==> config.mk <==
export PLATFORM = sky130hd
export DESIGN_NAME = leaf_pkt_tx_flat
export DESIGN_NICKNAME = d
export VERILOG_FILES = /design/src/rtl/leaf_pkt_tx_if.sv /design/src/rtl/leaf_pkt_tx.sv /design/src/flat_wrapper.sv
export SDC_FILE = /design/constraint.sdc
export NUM_CORES = 1
export LEC_CHECK = 0
export BUFFER_PORTS_ARGS = -buffer_cell sky130_fd_sc_hd__buf_2
export CELL_PAD_IN_SITES_DETAIL_PLACEMENT = 1
export CELL_PAD_IN_SITES_GLOBAL_PLACEMENT = 2
export CORE_MARGIN = 8
export CORE_UTILIZATION = 30
export CTS_BUF_LIST = sky130_fd_sc_hd__clkbuf_8
export DETAILED_ROUTE_END_ITERATION = 10
export GPL_TIMING_DRIVEN = 1
export MAX_ROUTING_LAYER = met4
export PLACE_DENSITY = 0.79
export SKIP_LAST_GASP = 1
export SYNTH_ARGS = -nofsm -noshare
export SYNTH_HDL_FRONTEND = slang
export SYNTH_SLANG_ARGS = --single-unit
==> constraint.sdc <==
create_clock -name clk -period 8.5 [get_ports clk]
set_clock_uncertainty 0.15 [all_clocks]
set_input_delay 0.425 -clock clk [delete_from_list [all_inputs] [get_ports clk]]
set_output_delay 0.425 -clock clk [all_outputs]
set_load 0.005 [all_outputs]
==> src/rtl/leaf_pkt_tx_if.sv <==
// User-side payload handshake and BFT packet lanes of a leaf transmit port.
// master = user kernel / BFT side, slave = the packetizer.
interface leaf_pkt_tx_if #(
    parameter int PACKET_BITS  = 49,
    parameter int PAYLOAD_BITS = 32
);
    logic [PAYLOAD_BITS-1:0] din_leaf_user2tx;
    logic                    vld_user2tx;
    logic                    ack_tx2user;
    logic [PACKET_BITS-1:0]  din_leaf_bft2tx;
    logic [PACKET_BITS-1:0]  dout_leaf_tx2bft;

    modport master (
        output din_leaf_user2tx,
        output vld_user2tx,
        output din_leaf_bft2tx,
        input  ack_tx2user,
        input  dout_leaf_tx2bft
    );

    modport slave (
        input  din_leaf_user2tx,
        input  vld_user2tx,
        input  din_leaf_bft2tx,
        output ack_tx2user,
        output dout_leaf_tx2bft
    );
endinterface

==> src/rtl/leaf_pkt_tx.sv <==
// User-to-BFT packetizer for one leaf output port: wraps payload words into
// addressed BFT packets under credit-based flow control against the remote BRAM.
module leaf_pkt_tx #(
    parameter int PACKET_BITS   = 49,
    parameter int PAYLOAD_BITS  = 32,
    parameter int NUM_LEAF_BITS = 5,
    parameter int NUM_PORT_BITS = 4,
    parameter int NUM_ADDR_BITS = 7,
    parameter int SRC_PORT      = 1
) (
    input  logic                     clk,
    input  logic                     reset_n,
    input  logic                     ap_start,
    input  logic                     resend,
    input  logic [NUM_LEAF_BITS-1:0] cfg_dest_leaf,
    input  logic [NUM_PORT_BITS-1:0] cfg_dest_port,
    leaf_pkt_tx_if.slave             bus,
    output logic [NUM_ADDR_BITS:0]   credits,
    output logic                     err_credit_ovf
);

    localparam int CW       = NUM_ADDR_BITS + 1;
    localparam int PORT_LSB = PAYLOAD_BITS + NUM_ADDR_BITS;
    localparam int SRC_LSB  = PAYLOAD_BITS - NUM_PORT_BITS;
    localparam logic [CW:0]              CREDIT_MAX = {1'b0, 1'b1, {NUM_ADDR_BITS{1'b0}}};
    localparam logic [NUM_PORT_BITS-1:0] SRC_PORT_F = NUM_PORT_BITS'(SRC_PORT);

    typedef enum logic [1:0] {IDLE, RUN, HOLD} state_t;

    state_t                   state;
    logic                     ap_start_q;
    logic [NUM_LEAF_BITS-1:0] dest_leaf;
    logic [NUM_PORT_BITS-1:0] dest_port;
    logic [NUM_ADDR_BITS-1:0] wr_addr;
    logic                     vld_p1;
    logic [PACKET_BITS-2:0]   data_p1;

    logic                     is_ret;
    logic [CW:0]              ret_cnt;
    logic [CW:0]              credit_sum;
    logic                     unused_bft;

    function automatic logic [CW-1:0] sat_credits(input logic [CW:0] sum);
        return (sum > CREDIT_MAX) ? CREDIT_MAX[CW-1:0] : sum[CW-1:0];
    endfunction

    // Credit return decode; only registered state feeds ack, never this path.
    assign is_ret = bus.din_leaf_bft2tx[PACKET_BITS-1]
                 && (bus.din_leaf_bft2tx[PORT_LSB +: NUM_PORT_BITS] == '0)
                 && (bus.din_leaf_bft2tx[SRC_LSB +: NUM_PORT_BITS] == SRC_PORT_F);
    assign ret_cnt    = is_ret ? {1'b0, bus.din_leaf_bft2tx[CW-1:0]} : '0;
    assign credit_sum = {1'b0, credits} + ret_cnt - {{CW{1'b0}}, bus.ack_tx2user};
    assign unused_bft = ^bus.din_leaf_bft2tx;

    assign bus.ack_tx2user = (state == RUN) && bus.vld_user2tx && (credits != '0) && !resend;

    // resend blanks the output lane in the same cycle; the dropped packet keeps its credit/address.
    assign bus.dout_leaf_tx2bft = (vld_p1 && !resend) ? {1'b1, data_p1} : '0;

    always_ff @(posedge clk or negedge reset_n) begin
        if (!reset_n) begin
            state          <= IDLE;
            ap_start_q     <= 1'b0;
            dest_leaf      <= '0;
            dest_port      <= '0;
            wr_addr        <= '0;
            vld_p1         <= 1'b0;
            credits        <= CREDIT_MAX[CW-1:0];
            err_credit_ovf <= 1'b0;
        end else begin
            ap_start_q <= ap_start;
            case (state)
                IDLE: begin
                    if (ap_start && !ap_start_q) begin
                        state     <= RUN;
                        dest_leaf <= cfg_dest_leaf;
                        dest_port <= cfg_dest_port;
                    end
                end
                RUN: begin
                    if (!ap_start)  state <= IDLE;
                    else if (resend) state <= HOLD;
                end
                HOLD: begin
                    if (!ap_start)   state <= IDLE;
                    else if (!resend) state <= RUN;
                end
                default: state <= IDLE;
            endcase

            vld_p1 <= bus.ack_tx2user;
            if (bus.ack_tx2user) wr_addr <= wr_addr + 1'b1;

            credits <= sat_credits(credit_sum);
            if (credit_sum > CREDIT_MAX) err_credit_ovf <= 1'b1;
        end
    end

    // p1: packet body, qualified by vld_p1
    always_ff @(posedge clk) begin
        if (bus.ack_tx2user)
            data_p1 <= {dest_leaf, dest_port, wr_addr, bus.din_leaf_user2tx};
    end

endmodule

==> src/flat_wrapper.sv <==
// flat-port wrapper written by rule: the top's interface ports become plain ports
module leaf_pkt_tx_flat 
#(
    parameter int PACKET_BITS   = 49,
    parameter int PAYLOAD_BITS  = 32,
    parameter int NUM_LEAF_BITS = 5,
    parameter int NUM_PORT_BITS = 4,
    parameter int NUM_ADDR_BITS = 7,
    parameter int SRC_PORT      = 1
)
  (clk, reset_n, ap_start, resend, cfg_dest_leaf, cfg_dest_port, credits, err_credit_ovf, bus_din_leaf_user2tx, bus_vld_user2tx, bus_din_leaf_bft2tx, bus_ack_tx2user, bus_dout_leaf_tx2bft);
  leaf_pkt_tx_if #(.PACKET_BITS(PACKET_BITS), .PAYLOAD_BITS(PAYLOAD_BITS)) bus_i ();
  input  logic clk;
  input  logic reset_n;
  input  logic ap_start;
  input  logic resend;
  input  logic [NUM_LEAF_BITS-1:0] cfg_dest_leaf;
  input  logic [NUM_PORT_BITS-1:0] cfg_dest_port;
  output logic [NUM_ADDR_BITS:0] credits;
  output logic err_credit_ovf;
  input wire logic [$bits(bus_i.din_leaf_user2tx)-1:0] bus_din_leaf_user2tx;
  input wire logic [$bits(bus_i.vld_user2tx)-1:0] bus_vld_user2tx;
  input wire logic [$bits(bus_i.din_leaf_bft2tx)-1:0] bus_din_leaf_bft2tx;
  output wire logic [$bits(bus_i.ack_tx2user)-1:0] bus_ack_tx2user;
  output wire logic [$bits(bus_i.dout_leaf_tx2bft)-1:0] bus_dout_leaf_tx2bft;
  assign bus_i.din_leaf_user2tx = bus_din_leaf_user2tx;
  assign bus_i.vld_user2tx = bus_vld_user2tx;
  assign bus_i.din_leaf_bft2tx = bus_din_leaf_bft2tx;
  assign bus_ack_tx2user = bus_i.ack_tx2user;
  assign bus_dout_leaf_tx2bft = bus_i.dout_leaf_tx2bft;
  leaf_pkt_tx #(.PACKET_BITS(PACKET_BITS), .PAYLOAD_BITS(PAYLOAD_BITS), .NUM_LEAF_BITS(NUM_LEAF_BITS), .NUM_PORT_BITS(NUM_PORT_BITS), .NUM_ADDR_BITS(NUM_ADDR_BITS), .SRC_PORT(SRC_PORT)) u_core (.clk(clk), .reset_n(reset_n), .ap_start(ap_start), .resend(resend), .cfg_dest_leaf(cfg_dest_leaf), .cfg_dest_port(cfg_dest_port), .bus(bus_i), .credits(credits), .err_credit_ovf(err_credit_ovf));
endmodule
=== Word level (Yosys, flattened, before mapping) ===
Index checks and enable logic that the tools add are counted.

* Register bits: 77
* Input port bits: 95
* Output and inout bits: 59
* Logic and storage cells: 42

* Add/sub/neg operators: 3
* $lt $le $gt $ge: 1
* Equal/unequal tests: 6
* Multiplexer cells: 9
* Reduce and logical (&&, ||, !) cells: 14

{| class="wikitable"
|+ Operator list
! operator !! number
|-
| two-way mux 49 bit || 1
|-
| two-way mux 8 bit || 2
|-
| two-way mux 2 bit || 5
|-
| adder 8 x 9 -> 9 bit || 1
|-
| greater-than comparator 9 x 8 -> 1 bit, second input constant || 1
|-
| subtractor 9 x 1 -> 9 bit || 1
|-
| nonzero test 8 bit || 1
|-
| adder 7 x 1 -> 7 bit, second input constant || 1
|-
| logical AND 1 bit || 7
|-
| inequality test 3 bit, second input constant || 2
|-
| one-hot mux 2 bit (3 select lines) || 1
|-
| == test 4 x 1 -> 1 bit, second input constant || 1
|-
| logical NOT 4 bit || 1
|-
| AND reduction 3 bit || 1
|-
| == test 2 x 1 -> 1 bit, second input constant || 1
|-
| == test 2 bit, second input constant || 1
|-
| logical NOT 1 bit || 2
|-
| logical NOT 2 bit || 1
|-
| inequality test 2 x 1 -> 1 bit, second input constant || 1
|-
| AND reduction 2 bit || 1
|}

=== Logic depth before layout (Yosys ltp) ===
* Depth in word-level cells: 8
* Gate-level depth with buffers: 14
* Mapped depth without buffers: 13

=== Least setup slack after synthesis ===
Ideal clock, no wire load.

* Kind: register to register
* Start point: reg u_core.state[1]
* End point: reg u_core.err_credit_ovf
* Library setup time: 0.131 ns
* Arrival time: 5.715 ns
* Data required time: 8.219 ns
* Slack: 2.503 ns
* Cell stages (with the launch flop): 14
* Buffers on the path: 0
* Period minus slack after synthesis: 5.997 ns
* Cell sequence: dfrtp_1 nor2_1 nand3_1 a21oi_1 ha_1 inv_1 ha_1 fa_1 a21oi_2 nor2_1 o21a_1 o311a_1 o31a_1 or3_1

* Longest elaborated chain between the ends: 6

{| class="wikitable"
|+ RTL lines
! what !! RTL line !! text
|-
| start, declared || leaf_pkt_tx.sv:30 || <nowiki>state_t state;</nowiki>
|-
| start signal, assigned || leaf_pkt_tx.sv:62 || <nowiki>state <= IDLE;</nowiki>
|-
| start signal, assigned || leaf_pkt_tx.sv:75 || <nowiki>state <= RUN;</nowiki>
|-
| start signal, assigned || leaf_pkt_tx.sv:81 || <nowiki>if (!ap_start) state <= IDLE;</nowiki>
|-
| == test 2 x 1 -> 1 bit || leaf_pkt_tx.sv:55 || <nowiki>assign bus.ack_tx2user = (state == RUN) && bus.vld_user2tx && (credits != '0) && !resend;</nowiki>
|-
| logical AND 1 bit (3 in series) || leaf_pkt_tx.sv:55 ||
|-
| net bus_ack_tx2user || flat_wrapper.sv:24 || <nowiki>output wire logic [$bits(bus_i.ack_tx2user)-1:0] bus_ack_tx2user;</nowiki>
|-
| subtractor 9 x 1 -> 9 bit || leaf_pkt_tx.sv:52 || <nowiki>assign credit_sum = {1'b0, credits} + ret_cnt - {{CW{1'b0}}, bus.ack_tx2user};</nowiki>
|-
| greater-than comparator 9 x 8 -> 1 bit || leaf_pkt_tx.sv:95 || <nowiki>if (credit_sum > CREDIT_MAX) err_credit_ovf <= 1'b1;</nowiki>
|-
| end signal, assigned || leaf_pkt_tx.sv:69 || <nowiki>err_credit_ovf <= 1'b0;</nowiki>
|-
| end signal, assigned || leaf_pkt_tx.sv:95 ||
|-
| end, declared || leaf_pkt_tx.sv:19 || <nowiki>output logic err_credit_ovf</nowiki>
|}

The timed path passes the listed nets, and every way through them passes these cells.
A chain may end at the register's enable or synchronous reset.

=== Worst setup path in the final report ===
* Start point: reg u_core.credits[1]
* End point: reg u_core.err_credit_ovf

* Longest elaborated chain between the ends: 5
* Elaborated cells on any way between the ends: 6
* Classes of those cells: add/sub (2); order compare (1); reduce/logical (3)

{| class="wikitable"
|+ RTL lines
! what !! RTL line !! text
|-
| start, declared || leaf_pkt_tx.sv:18 || <nowiki>output logic [NUM_ADDR_BITS:0] credits,</nowiki>
|-
| start signal, assigned || leaf_pkt_tx.sv:68 || <nowiki>credits <= CREDIT_MAX[CW-1:0];</nowiki>
|-
| start signal, assigned || leaf_pkt_tx.sv:94 || <nowiki>credits <= sat_credits(credit_sum);</nowiki>
|-
| branches (longest 3 deep; another with adder 8 x 9 -> 9 bit) || - ||
|-
| subtractor 9 x 1 -> 9 bit (*) || leaf_pkt_tx.sv:52 ||
|-
| greater-than comparator 9 x 8 -> 1 bit (*) || leaf_pkt_tx.sv:95 ||
|}

Every way passes the cells marked *.

==> impl_metrics.toml <==
[run_status]
status = "completed"

[drt]
wl_per_cell_microns = 15.4
wl_microns = 8560
num_vias = 2494
drtAntennaViolNets = 0
avgViaCountPerCell = 4.50
drc = 0
drt_iter0_markers = 96
dr.pass1.iters = 4

[cts]
clk_pin_slew_ps = 80
htree_levels = 3
cts_setup_buffers = 0
cts_sinks = 77
cts_tree = "done"
numCtsBuffers = 9
clockBufferDepth = 2
holdBufCountCts = 1
cts_root_buf = "clkbuf_8"
clkLatencyLatePin_ps = 340
cts-resized-gates = 0

[worst_setup_path]
cp_top_family = "compound AO/OA/AOI/OAI gates"
cp_common_cell = "ha_1"
cp_max_fo = 56
rr_startpoint = "u_core.credits[1]$_DFF_PN0_"
worst-setup-path-type = "reg2reg"
r2r-end = "u_core.err_credit_ovf$_DFFE_PN0N_"
r2r_cells = 13
rrSetupSlack_ps = 4220
crit_arrival_ps = 4350
path_buf_inv = 2
crit_required_ps = 8570
worstPathCellList = "nor4_1 > a21oi_4 > buf_4 > ha_1 > inv_1 > ha_1 > fa_1 > a21oi_2 > nor2_1 > o21a_1 > o311a_1 > o31a_1 > or3_1"
cp_slowest_stage_delay_ps = 630
startpoint_type = "flop"
cp-end-kind = "flop"
slowest_stage = "nor4_1"

[power]
ir_worst_vdd_uv = 117
p_leak_nw = 2.11
power_density_nw_per_um2 = 235

[sta]
worstMarginPinSlew_ps = 1030
max_freq_mhz = 234
finalSetupViolCount = 0
final.setup.tns_ps = 0
final_hold_viol_count = 0
post-route-period-util_pct = 50.3
timing.final.crit_period_ps = 4280
drv_slew = 0
rsz0062_at_grt = "no"
slew_headroom_pct = 31.1

[yosys]
synth_nets = 388
ys_ff_latch = 77
synth-simple-area-share_pct = 16.7
yosys-top-cells-count = "and2_1 (49), edfxtp_1 (48), dfrtp_1 (28)"
synthFlopType = "edfxtp_1"
synth_area_sq_um = 3480
synth_top_cell_area_share_pct = 41.5
synth_xor_area_share_pct = 3.27
yosysTopAreaCell = "edfxtp_1"
synth-edff-count = 48
synth_fa_ha_area_share_pct = 6.69
netlist_top_cells_area = "edfxtp_1 (41%), dfrtp_1 (20%), and2_1 (8.8%), ha_1 (6.1%), mux2_2 (3.2%)"
netlist_instances = 275
synth_top_family_by_area = "simple AND/OR/NAND/NOR gates"
ys_types = 40
synth_compound_area_share_pct = 4.17
muxShareOfSynthArea_pct = 3.24
yosysMostFrequentCell = "and2_1"
yosysSeqAreaShare_pct = 62.4
avgSynthCellArea_sq_um = 12.6
ys_warn_count = 0
async_reset_ff_share_pct = 37.7

[placement]
io_buffers = 121
gp_congestion = 0.802
hpwl_microns = 6770
dp.cells = 536

[min_path]
min-delay-path-class = "in2reg"
min_to = "u_core.ap_start_q$_DFF_PN0_"
whs_path_depth = 1
hold_start = "ap_start"

[floorplanning]
die_w_microns = 124
core_area_sq_um = 11400
die_area_sq_um = 15300
rows = 39
num_io_pins = 154
initial_utilization_pct = 30.6
die_h_microns = 124

[cells_and_area]
instances_no_fill = 554
syn_to_final_growth_pct = 28.5
final_layout_size_suffix_gt1_share_pct = 37.6
nets = 518

[grt]
grt_pass1_wl_microns = 13500
grt_usage_pct = 11.8
grt_pass1_vias = 2691
antenna_found_initial = 1
grt_overflow = 0
grt_max_degree = 57

[run]
max_cap_violations = 0
## final cells by class
class                      instances  area, sq um
antenna                            1         2.50
clock buffer                      11          151
clock inverter                     5         28.8
fill                            1297         6900
inverter                          27          101
multi-input combinational        165         1200
sequential                        77         2170
tap                              143          179
timing repair buffer             125          638
## power by group
part	switching, mW	leakage, nW	internal, mW
combinational	0.183	1.21	0.145
clock	0.124	0.0979	0.120
sequential	0.0266	0.802	0.449
total	0.334	2.11	0.714
## stage by stage
step	hold slack (ps)	setup WS [ps]	util, %	instance area, sq um	total power [mW]
finish	85.5	4220	39.3	4470	1.05
floorplan	-20.6	2500	-	3480	0.716
global route	65.8	3970	39.3	4470	1.13
CTS	63.1	4150	39.3	4460	1.07
detailed placement	280	4160	37.6	4270	0.819
global placement	276	4220	37.6	4270	0.804
## how the worst max path moves through the flow
stage | start | endpoint | slack [ps] | cells past startpoint
2_1_floorplan | u_core.state[1]$_DFFE_PN0P_ | u_core.err_credit_ovf$_DFFE_PN0N_ | 2500 | 13
3_3_place_gp | u_core.credits[1]$_DFF_PN0_ | u_core.err_credit_ovf$_DFFE_PN0N_ | 4220 | 13
3_5_place_dp | u_core.credits[1]$_DFF_PN0_ | u_core.err_credit_ovf$_DFFE_PN0N_ | 4160 | 13
4_1_cts | u_core.credits[1]$_DFF_PN0_ | u_core.err_credit_ovf$_DFFE_PN0N_ | 4150 | 13
5_1_grt | u_core.credits[1]$_DFF_PN0_ | u_core.err_credit_ovf$_DFFE_PN0N_ | 3970 | 13
6_report | u_core.credits[1]$_DFF_PN0_ | u_core.err_credit_ovf$_DFFE_PN0N_ | 4220 | 13
## layer usage
layer	GRT usage, %	part of all wire [%]
met5	-	0
met2	18.5	44
met4	4.74	1.6
met1	14.1	44
met3	3.45	10
## registers in the layout (all words and copies together) (netlist names)
name	cells
u_core.ap_start_q	1
u_core.credits	8
u_core.dest_port	4
u_core.err_credit_ovf	1
u_core.wr_addr	7
u_core.dest_leaf	5
u_core.state	2
u_core.vld_p1	1
u_core.data_p1	48
## kinds of logic after synthesis
logic type	after synthesis
and+or+nand+nor	103
DFF	77
buffers and inverters	33
AOI/OAI and AO/OA	21
adders and majority gates	18
xor gates and xnor gates	13
muxes	10
## cell usage in the layout, fill, tap and decap left out, types with 2 or more instances in the layout
cell      netlist  routed
a211oi_1        2       2
a21o_1          2       2
a21oi_1         6       5
and2_1         49      49
and3_1          2       2
buf_2           1     121
buf_4           0       3
clkbuf_8        0      11
dfrtp_1        28      28
edfxtp_1       48      48
ha_1           17      17
inv_1          27      29
mux2_2         10      10
nand2_1        15      15
nand3_1         5       5
nand4_1         3       3
nor2_1         13      13
nor2b_1         4       3
nor3_1          2       2
nor4_1          3       3
o21ai_0         2       2
xnor2_1         7       7
xor2_1          6       6
Note: power is estimated with default switching activity, not from simulation.
